<file path="src/rtl/multicycle_control.sv">
// multicycle_control: multi-cycle MIPS control FSM.
// Sequences FETCH/DECODE/EXEC/MEM/WB per instruction, waits on mem_ready,
// and traps on illegal opcodes or memory timeouts (sticky flags).
// Optional feature: define MC_CONTROL_JR_EN to decode R-type funct 0x08 as JR.
module multicycle_control #(
  parameter int OP_WIDTH    = 6,
  parameter int ALUOP_WIDTH = 3,
  parameter int MEM_TIMEOUT = 15
) (
  input  logic                   clk,
  input  logic                   reset,
  input  logic [OP_WIDTH-1:0]    opcode,
  input  logic [OP_WIDTH-1:0]    funct,
  input  logic                   zero,
  input  logic                   mem_ready,
  output logic                   pc_write,
  output logic                   ir_write,
  output logic                   i_or_d,
  output logic                   mem_read,
  output logic                   mem_write,
  output logic                   mem_to_reg,
  output logic                   reg_write,
  output logic [1:0]             reg_dst,
  output logic                   alu_src_a,
  output logic [1:0]             alu_src_b,
  output logic [ALUOP_WIDTH-1:0] alu_op,
  output logic [1:0]             pc_source,
  output logic [3:0]             state,
  output logic                   illegal_op,
  output logic                   bus_error
);

`ifdef MC_CONTROL_JR_EN
  localparam bit JR_ENABLE = 1'b1;
`else
  localparam bit JR_ENABLE = 1'b0;
`endif

  // Opcodes and the JR funct code
  localparam logic [OP_WIDTH-1:0] OP_R    = OP_WIDTH'(6'h00);
  localparam logic [OP_WIDTH-1:0] OP_J    = OP_WIDTH'(6'h02);
  localparam logic [OP_WIDTH-1:0] OP_JAL  = OP_WIDTH'(6'h03);
  localparam logic [OP_WIDTH-1:0] OP_BEQ  = OP_WIDTH'(6'h04);
  localparam logic [OP_WIDTH-1:0] OP_BNE  = OP_WIDTH'(6'h05);
  localparam logic [OP_WIDTH-1:0] OP_ADDI = OP_WIDTH'(6'h08);
  localparam logic [OP_WIDTH-1:0] OP_ANDI = OP_WIDTH'(6'h0c);
  localparam logic [OP_WIDTH-1:0] OP_ORI  = OP_WIDTH'(6'h0d);
  localparam logic [OP_WIDTH-1:0] OP_LUI  = OP_WIDTH'(6'h0f);
  localparam logic [OP_WIDTH-1:0] OP_LW   = OP_WIDTH'(6'h23);
  localparam logic [OP_WIDTH-1:0] OP_SW   = OP_WIDTH'(6'h2b);
  localparam logic [OP_WIDTH-1:0] FN_JR   = OP_WIDTH'(6'h08);

  // ALU operation codes
  localparam logic [ALUOP_WIDTH-1:0] ALU_ADD   = ALUOP_WIDTH'(3'b100);
  localparam logic [ALUOP_WIDTH-1:0] ALU_SUB   = ALUOP_WIDTH'(3'b010);
  localparam logic [ALUOP_WIDTH-1:0] ALU_OR    = ALUOP_WIDTH'(3'b001);
  localparam logic [ALUOP_WIDTH-1:0] ALU_AND   = ALUOP_WIDTH'(3'b000);
  localparam logic [ALUOP_WIDTH-1:0] ALU_LUI   = ALUOP_WIDTH'(3'b101);
  localparam logic [ALUOP_WIDTH-1:0] ALU_RTYPE = ALUOP_WIDTH'(3'b111);

  // Wait counter sized for MEM_TIMEOUT; a zero timeout still needs one bit
  localparam int CW = (MEM_TIMEOUT > 0) ? $clog2(MEM_TIMEOUT + 1) : 1;
  localparam logic [CW-1:0] WAIT_LIMIT = CW'((MEM_TIMEOUT > 0) ? MEM_TIMEOUT - 1 : 0);

  typedef enum logic [3:0] {
    S_FETCH    = 4'd0,
    S_DECODE   = 4'd1,
    S_MEM_ADDR = 4'd2,
    S_MEM_RD   = 4'd3,
    S_MEM_WB   = 4'd4,
    S_MEM_WR   = 4'd5,
    S_R_EXEC   = 4'd6,
    S_R_WB     = 4'd7,
    S_BRANCH   = 4'd8,
    S_JUMP     = 4'd9,
    S_I_EXEC   = 4'd10,
    S_I_WB     = 4'd11,
    S_JAL      = 4'd12,
    S_JR       = 4'd13,
    S_TRAP     = 4'd14
  } state_t;

  state_t                state_q;
  state_t                decode_next;
  logic                  decode_illegal;
  logic [OP_WIDTH-1:0]   op_q;
  logic [CW-1:0]         wait_cnt;
  logic                  illegal_q;
  logic                  bus_error_q;
  logic                  waiting;
  logic                  timeout_hit;
  logic                  is_jr;
  logic [ALUOP_WIDTH-1:0] imm_alu_op;

  logic pc_write_raw;
  logic ir_write_raw;
  logic mem_read_raw;
  logic mem_write_raw;
  logic reg_write_raw;

  // A memory-facing state is waiting when the access has not completed yet;
  // a mem_ready on the limit cycle completes the access instead of trapping.
  assign waiting     = ((state_q == S_FETCH) || (state_q == S_MEM_RD) || (state_q == S_MEM_WR))
                       && !mem_ready;
  assign timeout_hit = (MEM_TIMEOUT != 0) && waiting && (wait_cnt == WAIT_LIMIT);
  assign is_jr       = JR_ENABLE && (funct == FN_JR);

  // Opcode decode used for the DECODE -> execute-state transition
  always_comb begin
    decode_next    = S_TRAP;
    decode_illegal = 1'b1;
    case (opcode)
      OP_R: begin
        decode_illegal = 1'b0;
        decode_next    = is_jr ? S_JR : S_R_EXEC;
      end
      OP_LW, OP_SW: begin
        decode_illegal = 1'b0;
        decode_next    = S_MEM_ADDR;
      end
      OP_BEQ, OP_BNE: begin
        decode_illegal = 1'b0;
        decode_next    = S_BRANCH;
      end
      OP_ADDI, OP_ANDI, OP_ORI, OP_LUI: begin
        decode_illegal = 1'b0;
        decode_next    = S_I_EXEC;
      end
      OP_J: begin
        decode_illegal = 1'b0;
        decode_next    = S_JUMP;
      end
      OP_JAL: begin
        decode_illegal = 1'b0;
        decode_next    = S_JAL;
      end
      default: begin
        decode_illegal = 1'b1;
        decode_next    = S_TRAP;
      end
    endcase
  end

  // ALU operation for the immediate-format instructions, from the latched opcode
  always_comb begin
    imm_alu_op = ALU_ADD;
    case (op_q)
      OP_ANDI: imm_alu_op = ALU_AND;
      OP_ORI:  imm_alu_op = ALU_OR;
      OP_LUI:  imm_alu_op = ALU_LUI;
      default: imm_alu_op = ALU_ADD;
    endcase
  end

  // State register, latched opcode, memory wait counter and sticky trap flags
  always_ff @(posedge clk) begin
    if (reset) begin
      state_q     <= S_FETCH;
      op_q        <= '0;
      wait_cnt    <= '0;
      illegal_q   <= 1'b0;
      bus_error_q <= 1'b0;
    end else begin
      if (waiting) begin
        wait_cnt <= wait_cnt + CW'(1);
      end else begin
        wait_cnt <= '0;
      end
      case (state_q)
        S_FETCH: begin
          if (timeout_hit) begin
            state_q     <= S_TRAP;
            bus_error_q <= 1'b1;
          end else if (mem_ready) begin
            state_q <= S_DECODE;
          end
        end
        S_DECODE: begin
          op_q    <= opcode;
          state_q <= decode_next;
          if (decode_illegal) begin
            illegal_q <= 1'b1;
          end
        end
        S_MEM_ADDR: state_q <= (op_q == OP_SW) ? S_MEM_WR : S_MEM_RD;
        S_MEM_RD: begin
          if (timeout_hit) begin
            state_q     <= S_TRAP;
            bus_error_q <= 1'b1;
          end else if (mem_ready) begin
            state_q <= S_MEM_WB;
          end
        end
        S_MEM_WR: begin
          if (timeout_hit) begin
            state_q     <= S_TRAP;
            bus_error_q <= 1'b1;
          end else if (mem_ready) begin
            state_q <= S_FETCH;
          end
        end
        S_R_EXEC: state_q <= S_R_WB;
        S_I_EXEC: state_q <= S_I_WB;
        S_R_WB, S_I_WB, S_MEM_WB, S_BRANCH, S_JUMP, S_JAL, S_JR: state_q <= S_FETCH;
        S_TRAP:   state_q <= S_TRAP;
        default:  state_q <= S_TRAP;
      endcase
    end
  end

  // Moore decode of the control word; FETCH handshake and BRANCH pc_write look at inputs
  always_comb begin
    pc_write_raw  = 1'b0;
    ir_write_raw  = 1'b0;
    mem_read_raw  = 1'b0;
    mem_write_raw = 1'b0;
    reg_write_raw = 1'b0;
    i_or_d        = 1'b0;
    mem_to_reg    = 1'b0;
    reg_dst       = 2'b00;
    alu_src_a     = 1'b0;
    alu_src_b     = 2'b00;
    alu_op        = ALU_ADD;
    pc_source     = 2'b00;
    case (state_q)
      S_FETCH: begin
        mem_read_raw = 1'b1;
        alu_src_b    = 2'b01;
        ir_write_raw = mem_ready;
        pc_write_raw = mem_ready;
      end
      S_DECODE: begin
        alu_src_b = 2'b11;
      end
      S_MEM_ADDR: begin
        alu_src_a = 1'b1;
        alu_src_b = 2'b10;
      end
      S_MEM_RD: begin
        mem_read_raw = 1'b1;
        i_or_d       = 1'b1;
      end
      S_MEM_WB: begin
        reg_write_raw = 1'b1;
        mem_to_reg    = 1'b1;
        reg_dst       = 2'b00;
      end
      S_MEM_WR: begin
        mem_write_raw = 1'b1;
        i_or_d        = 1'b1;
      end
      S_R_EXEC: begin
        alu_src_a = 1'b1;
        alu_op    = ALU_RTYPE;
      end
      S_R_WB: begin
        alu_src_a     = 1'b1;
        alu_op        = ALU_RTYPE;
        reg_write_raw = 1'b1;
        reg_dst       = 2'b01;
      end
      S_BRANCH: begin
        alu_src_a    = 1'b1;
        alu_op       = ALU_SUB;
        pc_source    = 2'b01;
        pc_write_raw = (op_q == OP_BNE) ? ~zero : zero;
      end
      S_JUMP: begin
        pc_source    = 2'b10;
        pc_write_raw = 1'b1;
      end
      S_I_EXEC: begin
        alu_src_a = 1'b1;
        alu_src_b = 2'b10;
        alu_op    = imm_alu_op;
      end
      S_I_WB: begin
        alu_src_a     = 1'b1;
        alu_src_b     = 2'b10;
        alu_op        = imm_alu_op;
        reg_write_raw = 1'b1;
        reg_dst       = 2'b00;
      end
      S_JAL: begin
        reg_write_raw = 1'b1;
        reg_dst       = 2'b10;
        pc_source     = 2'b10;
        pc_write_raw  = 1'b1;
      end
      S_JR: begin
        alu_src_a    = 1'b1;
        pc_source    = 2'b11;
        pc_write_raw = 1'b1;
      end
      default: begin
      end
    endcase
  end

  assign pc_write   = pc_write_raw  & ~reset;
  assign ir_write   = ir_write_raw  & ~reset;
  assign mem_read   = mem_read_raw  & ~reset;
  assign mem_write  = mem_write_raw & ~reset;
  assign reg_write  = reg_write_raw & ~reset;
  assign state      = state_q;
  assign illegal_op = illegal_q;
  assign bus_error  = bus_error_q;

endmodule

</file>
<file path="config.mk">
export PLATFORM = sky130hd
export DESIGN_NAME = multicycle_control
export DESIGN_NICKNAME = d
export VERILOG_FILES = /design/src/rtl/multicycle_control.sv
export SDC_FILE = /design/constraint.sdc
export NUM_CORES = 1
export LEC_CHECK = 0
export ABC_AREA = 1
export CAP_MARGIN = 20
export CORE_ASPECT_RATIO = 1.25
export CORE_MARGIN = 2
export CORE_UTILIZATION = 55
export CTS_CLUSTER_DIAMETER = 40
export DETAILED_ROUTE_END_ITERATION = 12
export DONT_BUFFER_PORTS = 1
export PLACE_DENSITY = 0.77
export SLEW_MARGIN = 0
export SYNTH_ARGS = -nofsm -noshare
export SYNTH_HDL_FRONTEND = slang
export SYNTH_SLANG_ARGS = --single-unit
</file>
<file path="constraint.sdc">
create_clock -name clk -period 1.7 [get_ports clk]
set_input_delay 0.34 -clock clk [delete_from_list [all_inputs] [get_ports clk]]
set_output_delay 0.34 -clock clk [all_outputs]
set_load 0.05 [all_outputs]
</file>
==> summary.txt, run 1 <==
Yosys
  • Leading area contributor after synthesis: dfxtp_1
  • Post-synth top area share: 27.62%
  • Async S/R FF share, synth: 0%
  • Syn_nets: 204
  • Synthesized area per cell: around 6.2 sq um
  • Top post-synthesis cells by area: dfxtp_1 28%, nand2_1 12%, inv_1 9.7%
  • Top_reg_cell synth: dfxtp_1
  • EDFF count, synth: 0
  • Cell count after synthesis: about 190
  • Most frequent cells after synthesis: 37 x nand2_1, 30 x inv_1, 30 x nor2_1
  • Mapped cell area: 1160 sq um
  • Synth unique cells: 29
  • Register area share after synthesis: between 20 and 30%
  • Syn. warnings: 0
  • Yosys reg bits: 16
  • Most common cell in the synthesized netlist: nand2_1

Placed design
  • Placer Congestion: 0.9143
  • Dpl ws: between 60 and 70 ps
  • DP HPWL: 2.399 mm
  • Port Buf Inserts: 0

Die
  • Die H: 55.34 microns
  • Row cnt: 18
  • Initial Util: approximately three fifths
  • Top Ports: 39
  • Chip width: 45.08 microns

STA
  • Worst EP kind: top-level output
  • Worst endpoint after global-route timing repair: pc_write

Clock tree
  • CTS sink cnt: 16
  • CTS root buf: clkbuf_4
  • # H-tree levels: 1
  • Cts hold-fix bufs: 0
  • Cts bufs inserted: 3
  • Buffer depth of the longest clock path: 2

Run status
  • Fail Step: global routing
  • Err: [ERROR DPL-0038] Utilization greater than 100%, impossible to legalize
  • Status: did not finish

Global route
  • Pin count of the biggest net entering global routing: 11
## per-stage QoR
stage | util (%) | instances | instance area (sq um)
2_1_floorplan | - | 186 | 1260
3_3_place_gp | 81.76 | 229 | 1620
3_5_place_dp | 81.76 | 229 | 1620
4_1_cts | 96.09 | 245 | 1904
## timing repair
action                                 CTS
setup endpoints to repair               14
endpoints found under the hold margin    0
gates resized for setup                 48
pin swaps                                9
setup buffers                           12
## cells by family after synthesis
family / after synthesis / share of synthesized area, %
and+or+nand+nor: 103 / 43.69
buffers and inverters: 35 / 11.65
AOI/OAI and AO/OA: 28 / 13.38
DFF: 16 / 27.62
xor gates and xnor gates: 2 / 1.511
adders and majority gates: 2 / 2.157
==> run 2: changes to the inputs <==
- CORE_AREA: not set -> 2 2 63 65
- CORE_ASPECT_RATIO: 1.25 -> not set
- CORE_MARGIN: 2 -> not set
- CORE_UTILIZATION: 55 -> not set
- CTS_CLUSTER_DIAMETER: 40 -> not set
- DIE_AREA: not set -> 0 0 65 67
- PLACE_DENSITY: 0.77 -> not set
- PLACE_DENSITY_LB_ADDON: not set -> 0.15
==> run 2 against run 1 <==
The flow now finishes, with violations (setup timing); synthesized area did not move; synthesized cell count is the same.
==> summary.txt, run 2 <==
STA
  • F_max: 0.5438 GHz
  • Final WS setup: -138.8 ps
  • Tmin final: about 1800 ps
  • Final hold violation count: 0
  • Worst-Margin Slew: 504.5 ps
  • Slew Viols, Final: 0
  • Final Cycle Share: 108.2%
  • RSZ-0062 raised after global routing: yes
  • Final setup fails: 9
  • Slew headroom: about two thirds
  • Clock skew: 5.426 ps

Placed design
  • Placer Congestion: 0.8602 (-5.9%)
  • Placed Cells: 259 (+13%)
  • Port Buf Inserts: 0 (unchanged)
  • DP HPWL: 2.675 mm (+12%)
  • Placed Area: 1670 sq um (+3.1%)

Die
  • Row cnt: 22 (+4)
  • Top Ports: 39 (unchanged)
  • Die area: 4355 sq um
  • Initial Util: 32.17% (-26 points)
  • Chip width: 65 microns (+44%)
  • Die H: 67 microns (+21%)
  • Core Footprint: 3606 sq um

Yosys
  • Syn. warnings: 0 (unchanged)
  • Most frequent cells after synthesis: 37 x nand2_1, 30 x inv_1, 30 x nor2_1
  • Leading area contributor after synthesis: dfxtp_1
  • Top post-synthesis cells by area: dfxtp_1 28%, nand2_1 12%, inv_1 9.7%
  • Post-synth top area share: 27.62% (unchanged)
  • Post-Synth XOR/XNOR Area: 1.510% (unchanged)
  • Syn_nets: 204 (unchanged)
  • Register area share after synthesis: 27.62% (unchanged)
  • Compound-Gate Fraction of Synth Area: 13.38% (unchanged)
  • Largest family of logic cells by synthesized area: simple AND/OR/NAND/NOR gates
  • Cell count after synthesis: 186 (unchanged)
  • Mapped cell area: 1160 sq um (unchanged)
  • Synthesized area per cell: 6.236 sq um (unchanged)
  • Synth unique cells: 29 (unchanged)
  • EDFF count, synth: 0 (unchanged)
  • Synth Area in Adders: 2.157% (unchanged)
  • Multiplexer share of the synthesized area: 0% (unchanged)
  • Simple-Gate Fraction of Synth Area: 43.69% (unchanged)
  • Top_reg_cell synth: dfxtp_1
  • Yosys reg bits: 16 (unchanged)
  • Async S/R FF share, synth: 0% (unchanged)
  • Most common cell in the synthesized netlist: nand2_1

Global route
  • Overall routing resource usage: 15.80%
  • First-pass GRT wire length: 5.382 mm
  • Number of antenna violations at the first check in global routing: 0
  • Pin count of the biggest net entering global routing: 11
  • GR Overflow Total: 0
  • Vias in the first global route: 1236

Layout
  • Final cell count without fillers: 278
  • Fin area: 2058 sq um
  • P&R area growth vs syn: 77.45%
  • Number of antenna diodes: 0
  • Reg with most FFs: op_q
  • Leading cell type in the layout, fill and taps excluded: nand2_1
  • Max reg flops: 6
  • Final nets: 249
  • Share of cells above drive strength 1: 46.52%
  • Highest-count cells in the layout ignoring fill and taps: 26 x nand2_1, 21 x nor2_1, 20 x buf_4

Pwr
  • Cell area power density: 2084 nW/um^2
  • Leak pwr: between 0.0009 and 0.001 uW
  • Peak VDD IR: between 800 and 900 uV

Clock tree
  • Buffer depth of the longest clock path: 2 (unchanged)
  • # H-tree levels: 1 (unchanged)
  • Cts bufs inserted: 3 (unchanged)
  • Latest clock arrival within the worst-skew pair: 250 ps
  • CTS tree: built
  • CTS sink cnt: 16 (unchanged)
  • CTS root buf: clkbuf_8
  • Clock-pin slew on the worst setup and hold paths: 60 ps
  • Cts hold-fix bufs: 0 (unchanged)

Detailed routing
  • Drt pass-1 iters: 4
  • Drt via density: 4.863
  • Post-Route WL: 3.703 mm
  • DR vias: about 1400
  • DR iter-0 viols: 56
  • Post-route ant nets: 0
  • Avg WL per Cell: 13.32 microns
  • Drc violations: 0

Setup path
  • Crit. End Element: output port
  • Slowest cell on crit path: dfxtp_2
  • Critical Path Max Stage Delay: 330 ps
  • CP dominant cell by count: inv_1
  • Worst-path cell chain: inv_1, nor2_4, inv_1, nor2_2, nand3_1, a31oi_4, buf_12
  • Worst EP arrival: ~1500 ps
  • CP required: 1360 ps
  • Startpoint Class: register
  • CP max FO: 4
  • WS Path Type: reg2out

Job
  • Max cap viols: 0

Min path
  • Worst Hold Class: in2reg

Run status
  • Failing checks: setup timing
  • Status: finished, violations left
-- run 2: cell counts after synthesis --
No cell type changed its count.
-- run 2: power breakdown --
group          internal [uW]  switching, uW
Combinational           1390           1950
Clock                    166            122
Sequential               510            150
-- run 2: what timing repair did --
item	CTS	global route
pin swaps	4	15
setup buffers	2	13
setup endpoints to repair	12	15
hold endpoints to repair	0	0
resized for setup	20	44
-- run 2: worst max-delay path, delay by kind of cell (launching register included) --
family	cells	cell delay, ps
buffers and inverters	3	320
AOI/OAI and AO/OA	1	220
DFF	1	330
and+or+nand+nor	3	380
-- run 2: kinds of logic (layout without fill, tap and decap cells) --
kind of cell | Yosys count | count (layout)
AO/OA/AOI/OAI | 28 | 28
XOR/XNOR | 2 | 2
adder cells (fa/ha/maj) | 2 | 2
buffers and inverters | 35 | 79
flip-flops | 16 | 16
AND/OR/NAND/NOR | 103 | 103
-- run 2: path summary, 6_finish.rpt --
check	from	cells after the start	slack, ps	end
max	state[3]	7	-140	pc_write
min	reset	1	150	illegal_op
max reg2reg	state[2]	10	80	state[0]
min reg2reg	wait_cnt[0]	1	470	wait_cnt[0]
-- run 2: final cells by class --
class | count | area (sq um)
clock buffer | 4 | 45.04
fill | 339 | 1548
multi-input combinational | 135 | 969.7
sequential | 16 | 334.1
tap | 48 | 60.06
timing repair buffer | 42 | 515.5
inverter | 33 | 133.9
-- run 2: layer usage --
layer | vias to the layer above | share of wire (%) | track usage [%]
li1 | 679 | - | -
met1 | 625 | 40 | 18.02
met2 | 41 | 53 | 27.71
met3 | 7 | 5.2 | 3.378
met4 | 0 | 1.8 | 7.979
met5 | - | 0 | 0
-- run 2: stage by stage --
stage	total power (uW)	TNS, ps	hold slack (ps)	util (%)	setup slack (ps)
floorplan	2255	-414.2	429.7	-	-192.9
global placement	3206	0	413.1	46.32	80.46
detailed placement	3228	0	414.9	46.32	71.99
CTS	3689	-413.3	145.3	49.79	-156.5
global route	4515	-1091	140.6	57.08	-258.7
finish	4288	-317.8	150.9	57.08	-138.8
Power figures use the tool's default switching activity.
